==> config.mk <==
export PLATFORM = sky130hd
export DESIGN_NAME = sum_fifo16_flat
export DESIGN_NICKNAME = d
export VERILOG_FILES = /design/src/rtl/adder_pkg.sv /design/src/rtl/sum_fifo16_if.sv /design/src/rtl/sum_fifo16_mem.sv /design/src/rtl/sum_fifo16.sv /design/src/flat_wrapper.sv
export SDC_FILE = /design/constraint.sdc
export NUM_CORES = 1
export LEC_CHECK = 0
export ABC_AREA = 1
export ABC_CLOCK_PERIOD_IN_PS = 2100
export BUFFER_PORTS_ARGS = -buffer_cell sky130_fd_sc_hd__buf_2
export CORE_MARGIN = 2
export CORE_UTILIZATION = 26
export DETAILED_ROUTE_END_ITERATION = 8
export PLACE_DENSITY = 0.55
export SYNTH_ARGS = -nofsm -noshare
export SYNTH_HDL_FRONTEND = slang
export SYNTH_SLANG_ARGS = --single-unit
==> constraint.sdc <==
create_clock -name clk -period 2.1 [get_ports clk]
set_clock_uncertainty 0.2 [all_clocks]
set_input_delay 0.21 -clock clk [delete_from_list [all_inputs] [get_ports clk]]
set_output_delay 0.21 -clock clk [all_outputs]
set_load 0.05 [all_outputs]
==> src/rtl/adder_pkg.sv <==
// adder_pkg: definitions shared by the adder16s result path.
//   ENTRY_W    - width of one stored result, {cout, sum}
//   DEPTH_DEF  - default result buffer depth
//   PTR_W_DEF  - default pointer width, log2(DEPTH_DEF)
//   entry_t    - packed {cout, sum} layout, also used by the adder wrapper
package adder_pkg;

  localparam int ENTRY_W   = 17;
  localparam int DEPTH_DEF = 4;
  localparam int PTR_W_DEF = 2;

  typedef struct packed {
    logic        cout;
    logic [15:0] sum;
  } entry_t;

  // Build an entry from the raw adder outputs.
  function automatic entry_t make_entry(input logic cout, input logic [15:0] sum);
    entry_t e;
    e.cout = cout;
    e.sum  = sum;
    return e;
  endfunction

endpackage

==> src/rtl/sum_fifo16_if.sv <==
// sum_fifo16_if: producer/consumer signals of the adder result buffer.
//   in_valid/in_sum/in_cout - adder result presented this cycle
//   out_ready               - consumer accepts the head entry
//   out_valid/out_sum/out_cout - head entry
//   count/full/empty        - occupancy status
//   drop_cnt                - saturating count of results lost while full
// modport master: the adder/consumer side; modport slave: the buffer.
interface sum_fifo16_if #(
  parameter int PTR_W  = 2,
  parameter int DROP_W = 8
) ();

  logic              in_valid;
  logic [15:0]       in_sum;
  logic              in_cout;
  logic              out_ready;
  logic              out_valid;
  logic [15:0]       out_sum;
  logic              out_cout;
  logic [PTR_W:0]    count;
  logic              full;
  logic              empty;
  logic [DROP_W-1:0] drop_cnt;

  modport master (
    output in_valid, in_sum, in_cout, out_ready,
    input  out_valid, out_sum, out_cout, count, full, empty, drop_cnt
  );

  modport slave (
    input  in_valid, in_sum, in_cout, out_ready,
    output out_valid, out_sum, out_cout, count, full, empty, drop_cnt
  );

endinterface

==> src/rtl/sum_fifo16_mem.sv <==
// fifo_mem: DEPTH x ENTRY_W register array for the result buffer.
//   clk   - write clock
//   we    - write enable, waddr/wdata - write port (synchronous)
//   raddr - read address, rdata - read data (asynchronous)
// Storage carries no reset; the top gates the output while empty.
module fifo_mem
  import adder_pkg::*;
#(
  parameter int DEPTH = DEPTH_DEF,
  parameter int PTR_W = PTR_W_DEF
) (
  input  logic             clk,
  input  logic             we,
  input  logic [PTR_W-1:0] waddr,
  input  entry_t           wdata,
  input  logic [PTR_W-1:0] raddr,
  output entry_t           rdata
);

  entry_t mem_r [DEPTH];

  // Write the incoming entry into the addressed slot.
  always_ff @(posedge clk) begin
    if (we) begin
      mem_r[waddr] <= wdata;
    end
  end

  assign rdata = mem_r[raddr];

endmodule

==> src/rtl/sum_fifo16.sv <==
// sum_fifo16: first-word-fall-through buffer for adder16s results.
//   clk   - system clock, rising edge
//   reset - asynchronous, active-high
//   bus   - sum_fifo16_if slave: result input, valid/ready drain,
//           occupancy flags and saturating drop counter
// An entry pushed at edge N is visible after edge N (no bypass). When full,
// a push is still accepted if the head is popped in the same cycle.
module sum_fifo16
  import adder_pkg::*;
#(
  parameter int DEPTH  = DEPTH_DEF,
  parameter int PTR_W  = PTR_W_DEF,
  parameter int DROP_W = 8
) (
  input  logic        clk,
  input  logic        reset,
  sum_fifo16_if.slave bus
);

  localparam logic [PTR_W:0] DEPTH_C = (PTR_W+1)'(DEPTH);

  logic [PTR_W-1:0]  rd_ptr_r;
  logic [PTR_W-1:0]  wr_ptr_r;
  logic [PTR_W:0]    count_r;
  logic [PTR_W:0]    count_nxt_s;
  logic              full_r;
  logic              empty_r;
  logic [DROP_W-1:0] drop_cnt_r;
  logic              pop_s;
  logic              push_s;
  logic              drop_s;
  entry_t            wdata_s;
  entry_t            rdata_s;

  assign pop_s   = !empty_r && bus.out_ready;
  assign push_s  = bus.in_valid && (!full_r || pop_s);
  assign drop_s  = bus.in_valid && full_r && !pop_s;
  assign wdata_s = make_entry(bus.in_cout, bus.in_sum);

  fifo_mem #(
    .DEPTH (DEPTH),
    .PTR_W (PTR_W)
  ) u_mem (
    .clk   (clk),
    .we    (push_s),
    .waddr (wr_ptr_r),
    .wdata (wdata_s),
    .raddr (rd_ptr_r),
    .rdata (rdata_s)
  );

  // Next occupancy: simultaneous push and pop leave it unchanged.
  always_comb begin
    count_nxt_s = count_r;
    case ({push_s, pop_s})
      2'b10:   count_nxt_s = count_r + (PTR_W+1)'(1);
      2'b01:   count_nxt_s = count_r - (PTR_W+1)'(1);
      default: count_nxt_s = count_r;
    endcase
  end

  // Pointers, occupancy, flags and drop counter.
  always_ff @(posedge clk or posedge reset) begin
    if (reset) begin
      rd_ptr_r   <= '0;
      wr_ptr_r   <= '0;
      count_r    <= '0;
      full_r     <= 1'b0;
      empty_r    <= 1'b1;
      drop_cnt_r <= '0;
    end else begin
      if (push_s) begin
        wr_ptr_r <= wr_ptr_r + PTR_W'(1);
      end
      if (pop_s) begin
        rd_ptr_r <= rd_ptr_r + PTR_W'(1);
      end
      count_r <= count_nxt_s;
      // Flags follow the registered count, never pointer comparison.
      full_r  <= (count_nxt_s == DEPTH_C);
      empty_r <= (count_nxt_s == (PTR_W+1)'(0));
      // Saturate rather than wrap so a large loss is never hidden.
      if (drop_s && (drop_cnt_r != {DROP_W{1'b1}})) begin
        drop_cnt_r <= drop_cnt_r + DROP_W'(1);
      end
    end
  end

  assign bus.out_valid = !empty_r;
  // Force zeros while empty so unwritten storage is never exposed.
  assign bus.out_sum   = empty_r ? 16'h0000 : rdata_s.sum;
  assign bus.out_cout  = empty_r ? 1'b0 : rdata_s.cout;
  assign bus.count     = count_r;
  assign bus.full      = full_r;
  assign bus.empty     = empty_r;
  assign bus.drop_cnt  = drop_cnt_r;

endmodule

==> src/flat_wrapper.sv <==
// flat-port wrapper written by rule: the top's interface ports become plain ports
module sum_fifo16_flat import adder_pkg::*;
#(
  parameter int DEPTH  = DEPTH_DEF,
  parameter int PTR_W  = PTR_W_DEF,
  parameter int DROP_W = 8
)
  (clk, reset, bus_in_valid, bus_in_sum, bus_in_cout, bus_out_ready, bus_out_valid, bus_out_sum, bus_out_cout, bus_count, bus_full, bus_empty, bus_drop_cnt);
  sum_fifo16_if #(.PTR_W(PTR_W), .DROP_W(DROP_W)) bus_i ();
  input  logic clk;
  input  logic reset;
  input wire logic [$bits(bus_i.in_valid)-1:0] bus_in_valid;
  input wire logic [$bits(bus_i.in_sum)-1:0] bus_in_sum;
  input wire logic [$bits(bus_i.in_cout)-1:0] bus_in_cout;
  input wire logic [$bits(bus_i.out_ready)-1:0] bus_out_ready;
  output wire logic [$bits(bus_i.out_valid)-1:0] bus_out_valid;
  output wire logic [$bits(bus_i.out_sum)-1:0] bus_out_sum;
  output wire logic [$bits(bus_i.out_cout)-1:0] bus_out_cout;
  output wire logic [$bits(bus_i.count)-1:0] bus_count;
  output wire logic [$bits(bus_i.full)-1:0] bus_full;
  output wire logic [$bits(bus_i.empty)-1:0] bus_empty;
  output wire logic [$bits(bus_i.drop_cnt)-1:0] bus_drop_cnt;
  assign bus_i.in_valid = bus_in_valid;
  assign bus_i.in_sum = bus_in_sum;
  assign bus_i.in_cout = bus_in_cout;
  assign bus_i.out_ready = bus_out_ready;
  assign bus_out_valid = bus_i.out_valid;
  assign bus_out_sum = bus_i.out_sum;
  assign bus_out_cout = bus_i.out_cout;
  assign bus_count = bus_i.count;
  assign bus_full = bus_i.full;
  assign bus_empty = bus_i.empty;
  assign bus_drop_cnt = bus_i.drop_cnt;
  sum_fifo16 #(.DEPTH(DEPTH), .PTR_W(PTR_W), .DROP_W(DROP_W)) u_core (.clk(clk), .reset(reset), .bus(bus_i));
endmodule
== Word level (Yosys, flattened, before mapping) ==
Memory sizes are Yosys's and may differ from the RTL's.
Index checks and enable logic that the tools add are counted.
Widths: inputs -> output; s select.
Operators by class
  add/subtract/negate cells: 5
  equality and inequality tests: 4
  muxes and demuxes: 5
  reduce and logical (&&, ||, !) cells: 10
Operators by type and width (count)
  $mux 16: 1
  $add 8x1->8 const B: 1
  $ne 8x8->1 const B: 1
  $pmux 3 s2: 1
  $logic_and 1x1->1: 5
  $add 2x1->2 const B: 2
  $add 3x1->3 const B: 1
  $eq 3x3->1 const B: 1
  $logic_not 1->1: 3
  $logic_not 3->1: 1
  $mux 1: 3
  $sub 3x1->3 const B: 1
  $eq 2x1->1 const B: 1
  $eq 2x2->1 const B: 1
  $logic_or 1x1->1: 1
Storage, ports and cells
  register bits: 17
  memory bits (writable): 68
  input bits: 21
  output and inout bits: 31
  logic and storage cells: 31
  memories: 1
Memories
  u_core.u_mem.mem_r: depth 4, width 17, rd ports 1, clocked after memory_dff 0, write ports 1, line sum_fifo16_mem.sv:20  | entry_t mem_r [DEPTH];

== Logic depth before layout (Yosys ltp) ==
  depth after elaboration: 7
  gate-level depth with buffers: 14
  depth with buffers taken out: 13

== Cells and area by module ==
From an unflattened synthesis, not the netlist that was laid out.
Unflattened totals
  cells, all modules: 426
  area, all modules: 4008.8 µm²
Modules (own cells, without submodules)
  fifo_mem: instances 1, cells an instance 274, area an instance 2917.8 µm², seq. area each 2042.0 µm²
  sum_fifo16: instances 1, cells an instance 152, area an instance 1091.0 µm², seq. area each 426.7 µm²

== Worst setup path before layout ==
Ideal clock, no wire load.
  path type: register to register
  start: register u_core.empty_r (netlist: u_core.bus.empty)
  end: register u_core.full_r (netlist: u_core.bus.full)
  library setup time: 0.078 ns
  arrival: 2.479 ns
  data required time: 1.822 ns
  slack: -0.656 ns
  cell stages (with the launch flop): 13
  path buffers: 1
  period minus slack after synthesis: 2.756 ns
  path through: dfstp_2 buf_6 inv_1 nand2_2 nand2_1 nand2_4 ha_1 inv_1 fa_1 nand2_1 o21ai_0 nand3_1 a21oi_1
On the way
  longest elaborated chain between the ends: 7
  elaborated cells on any way between the ends: 8
  classes of those cells: 3 x eq/ne; 1 x mux; 4 x reduce/logical
RTL lines
  start: declaration: line sum_fifo16.sv:27  | logic empty_r;
  start signal: assignment: line sum_fifo16.sv:81  | empty_r <= (count_nxt_s == (PTR_W+1)'(0));
  $logic_not 1->1 *
  via bus_out_valid: line flat_wrapper.sv:16  | output wire logic [$bits(bus_i.out_valid)-1:0] bus_out_valid;
  $logic_and 1x1->1 *: line sum_fifo16.sv:35  | assign pop_s = !empty_r && bus.out_ready;
  $logic_or 1x1->1: line sum_fifo16.sv:36  | assign push_s = bus.in_valid && (!full_r || pop_s);
  $logic_and 1x1->1: line sum_fifo16.sv:36
  $eq 2x1->1 / $eq 2x2->1 (equally long branches): line sum_fifo16.sv:55  | case ({push_s, pop_s})
  $pmux 3 s2 *: line sum_fifo16.sv:55
  $eq 3x3->1 *: line sum_fifo16.sv:80  | full_r <= (count_nxt_s == DEPTH_C);
  end signal: assignment: line sum_fifo16.sv:80
  end: declaration: line sum_fifo16.sv:26  | logic full_r;
Mark *: on every way through the listed nets, which the timed path passes. The rest lies on a longest branch.
A chain may end at the register's enable or synchronous reset.

== Final worst setup path ==
  start: register u_core.empty_r (netlist: u_core.bus.empty)
  end: register u_core.full_r (netlist: u_core.bus.full)
On the way
  longest elaborated chain between the ends: 7
  elaborated cells on any way between the ends: 8
  classes of those cells: 3 x eq/ne; 1 x mux; 4 x reduce/logical
RTL lines (line)
  $logic_not 1->1 *: sum_fifo16.sv:35
  $logic_and 1x1->1 *: sum_fifo16.sv:35
  $logic_or 1x1->1: sum_fifo16.sv:36
  $logic_and 1x1->1: sum_fifo16.sv:36
  $eq 2x1->1 / $eq 2x2->1 (equally long branches): sum_fifo16.sv:55
  $pmux 3 s2 *: sum_fifo16.sv:55
  $eq 3x3->1 *: sum_fifo16.sv:80
Mark *: on every way between the ends. The rest lies on a longest branch, timed or not.

==> metrics list <==
- Status: complete, but fails checks
- The final reports fail on setup timing.
- Yosys printed 0 warnings.
- Insertion delay of the later-clocked pin in the worst-skew pair: 0.34 ns
- The number of global-route vias before repair was 2655.
* X dimension of the die: 123 um
- Wire length of the first global-routing pass: 13.0 mm
- Number of antenna violations at the first check in global routing: 0
- Setup Slack @ Placement: -0.0984 ns
- RSZ-0062 raised after global routing: true
- Final min period: 2.14 ns
- Among cell families on the critical path, the largest total delay comes from flip-flops.
- Fmax: 468 MHz
- The tree built by TritonCTS fans out to 85 sinks.
* Buffers added on ports: 51
- The count of nets left with antenna violations once routing finished came out at 0.
- The number of max-slew violations in the final report was 0.
- Power per Cell Area: 1610 nW/um^2
- Endpoint required time on the critical path: 2.17 ns
- Initial Util: 26.5%
* Crit start category: flop
- Walking the worst path, the cells encountered are clkinvlp_4 > nand2_2 > nand2_2 > nand2_4 > ha_4 > inv_2 > fa_1 > inv_1 > nand2_1 > nand3_1 > nand2_2 > a21oi_2.
* Count of flip-flops with a built-in enable after synthesis: 68
- Final non-filler cell area: 5140 sq um
- The floorplan step defined a die boundary enclosing 15000 sq um.
- Entering global routing, the biggest net connects 19 pins.
* Peak supply drop: 974 uV
- Detailed-route via count: 2621
* Fraction of layout cells with a size suffix above 1: 36.3%
* Number of remaining DRC errors: 0
- In this run the vertical extent of the chip is 123 um.
- The worst register-to-register path has a setup slack of -0.04 ns.
- Power comes to 8.25 mW.
- Core area: 13800 sq um
- Cell with the largest stage delay on the worst path: dfstp_2
- Final Hold Fails: 0
- Averaged over all synthesized cells, the footprint is 11.2 sq um.
- For this run the aggregate overflow at the end of global routing stands at 0.
- Of the available clock period, the critical path in the final layout requires 102%.
- In this run, CTS created clock tree buffers numbering 9.
- Type of the tightest min-delay check: primary input to flop
* Largest driver fanout on the critical path: 2
* Clock tree from TritonCTS: built
* End of the worst register-to-register path: u_core.bus.full
- The number of cells on the worst reg-to-reg path is 12.
- Counting instances, the worst hold path has a depth of 4.
- Summed over all cells, the static leakage comes to 2.03 nW.
- The share of the Yosys chip area taken by registers is 67.5%.
- Final hold analysis gives a worst-case slack of 0.0515 ns.
- Synthesis handed over a netlist of 328 instances.
- After clock tree synthesis, the clock-pin slew on the worst setup and hold paths is 0.07 ns.
* HP Start: bus_out_ready
- Cell repeated most along the worst path: nand2_2
* FP Rows: 43
- After filler insertion, the fill cell instance count of the layout stands at 1356.
- In this run the tightest slew margin relative to its limit is 52.8%.
- The largest single stage delay on the critical path is 0.55 ns.
* Mapped Area: 3660 sq um
* Iteration-0 DRC count of the detailed router: 110
- Total wire length: 8.45 mm
* Total inserted antenna cells: 0
- Last weighted congestion value of the routability-driven placer: 0.793
- CP bufs+invs: 3
- In the routed layout, each cell is associated on average with a via count of 4.26.
* Dominant synthesized flop cell: edfxtp_1
- Nets in the synthesized netlist: 356
- Sink of the worst hold path: u_core.rd_ptr_r[0]
- Post-synth cell types: 25
* DPL Wire Length: 5.53 mm
* Measured slew at the worst slew-check pin: 0.707 ns
- The tree is rooted in a clkbuf_16.
- Proportion of synthesized flip-flops having asynchronous set or reset: 20.0%
- Ports placed on the boundary: 52
* Number of synthesized register bits: 85
* Endpoint class of the critical path: flop
- Longest Clk Path Bufs: 2
- CP Data Arrival Time: 2.20 ns
- The tool flagged a number of max-cap violations equal to 0.
- Detail-routed net length per standard cell: 13.7 um
- Category of the critical setup timing path: flop to flop
* Post-synthesis to final-layout area growth: 40.6%
- CTS H-tree depth: 3
- Once placement finished, the instance area stood at 4260 sq um.
- Worst R2R Start: u_core.bus.empty
- Worst-case setup margin in the final layout: -0.0379 ns
- Net count reported at finish: 458
- In the global route stage, overall resource usage came out at 11.6%.
* Number of optimization iterations in the first detailed-route pass: 5
- Final number of setup-violating endpoints: 5
[state kept, by name, indices dropped and copies added, names as in the netlist]
| register | flops |
|---|---|
| u_core.bus.drop_cnt | 8 |
| u_core.rd_ptr_r | 2 |
| u_core.bus.empty | 1 |
| u_core.bus.full | 1 |
| u_core.wr_ptr_r | 2 |
| u_core.u_mem.mem_r | 68 |
| u_core.bus.count | 3 |
[synthesized netlist by cell type (3+ instances only)]
| master | number | share of area, % |
|---|---|---|
| a21oi_1 | 19 | 2.6 |
| buf_4 | 5 | 1.0 |
| xor2_1 | 5 | 1.2 |
| o21ai_0 | 33 | 4.5 |
| nand2_1 | 43 | 4.4 |
| nand2_2 | 3 | 0.51 |
| ha_1 | 6 | 2.1 |
| nor2_1 | 79 | 8.1 |
| dfrtp_1 | 16 | 11 |
| edfxtp_1 | 68 | 56 |
| inv_1 | 22 | 2.3 |
| o21ai_1 | 5 | 0.68 |
| nand3_1 | 5 | 0.68 |
| buf_2 | 4 | 0.55 |
[kinds of logic after synthesis]
group	share of synthesized area (%)
xor gates and xnor gates	1.44
DFF	67.5
buffers and inverters	4.99
and+or+nand+nor	15.7
adders and majority gates	2.60
AOI/OAI and AO/OA	7.80
[placed cells by master (no fill, tap or decap), types with 10 or more instances in the layout]
cell / netlist / routed
a21oi_1: 19 / 13
buf_2: 4 / 34
buf_4: 5 / 31
buf_6: 2 / 12
clkbuf_16: 0 / 11
dfrtp_1: 16 / 14
dlygate4sd3_1: 0 / 18
edfxtp_1: 68 / 68
inv_1: 22 / 18
nand2_1: 43 / 39
nor2_1: 79 / 59
nor2_2: 0 / 12
nor2_4: 2 / 10
o21ai_1: 5 / 26
[how the worst max path moves through the flow]
stage                          start              end  slack [ns]  depth (start not counted)
CTS                 u_core.bus.empty  u_core.bus.full       -0.02                         11
floorplan           u_core.bus.empty  u_core.bus.full       -0.63                         12
finish              u_core.bus.empty  u_core.bus.full       -0.04                         12
global route        u_core.bus.empty  u_core.bus.full       -0.20                         12
detailed placement  u_core.bus.empty  u_core.bus.full        -0.1                         11
global placement    u_core.bus.empty  u_core.bus.full      -0.005                         11
[layer usage]
layer	routed length, um	global-route usage, %
met5	0	0
met4	131	4.74
met3	344	3.02
met2	4360	20.3
met1	3620	13.5
[metrics by stage]
step,setup TNS [ns],std cells,utilization (%)
2_1_floorplan,-24.32,328,-
3_3_place_gp,-0.00528,566,30.8
3_5_place_dp,-0.157,566,30.8
4_1_cts,-0.0484,603,34.7
5_1_grt,-1.41,615,37.2
6_report,-0.106,615,37.2
[worst min-delay path, cell delays in order]
cell     delay (ns)
buf_2          0.11
nand2_2        0.07
buf_4          0.11
xor2_1         0.06
[power by group]
| group | total [mW] | leakage, nW | switching (mW) | internal (mW) |
|---|---|---|---|---|
| Combinational | 4.31 | 1.06 | 2.75 | 1.56 |
| Sequential | 2.46 | 0.831 | 0.222 | 2.24 |
| Clock | 1.49 | 0.143 | 0.645 | 0.841 |
[final cells by class]
class,instances,area [sq um],area share [%]
flip-flops and latches,85,2470,48.1
well taps,180,225,4.38
clock buffers,10,239,4.65
clock inverters,6,45.0,0.876
inverters,25,110,2.14
repair buffers,103,878,17.1
multi-input cells,206,1170,22.8
[timing repair]
item / 4_1_cts / 5_1_grt
endpoints found under the setup margin: 19 / 47
hold buffers: 18 / 0
resized for setup: 16 / 105
buffers inserted: 3 / 8
endpoints found under the hold margin: 84 / 0
pin swaps: 6 / 29
gates cloned: 0 / 4
Note: power is estimated with default switching activity, not from simulation.
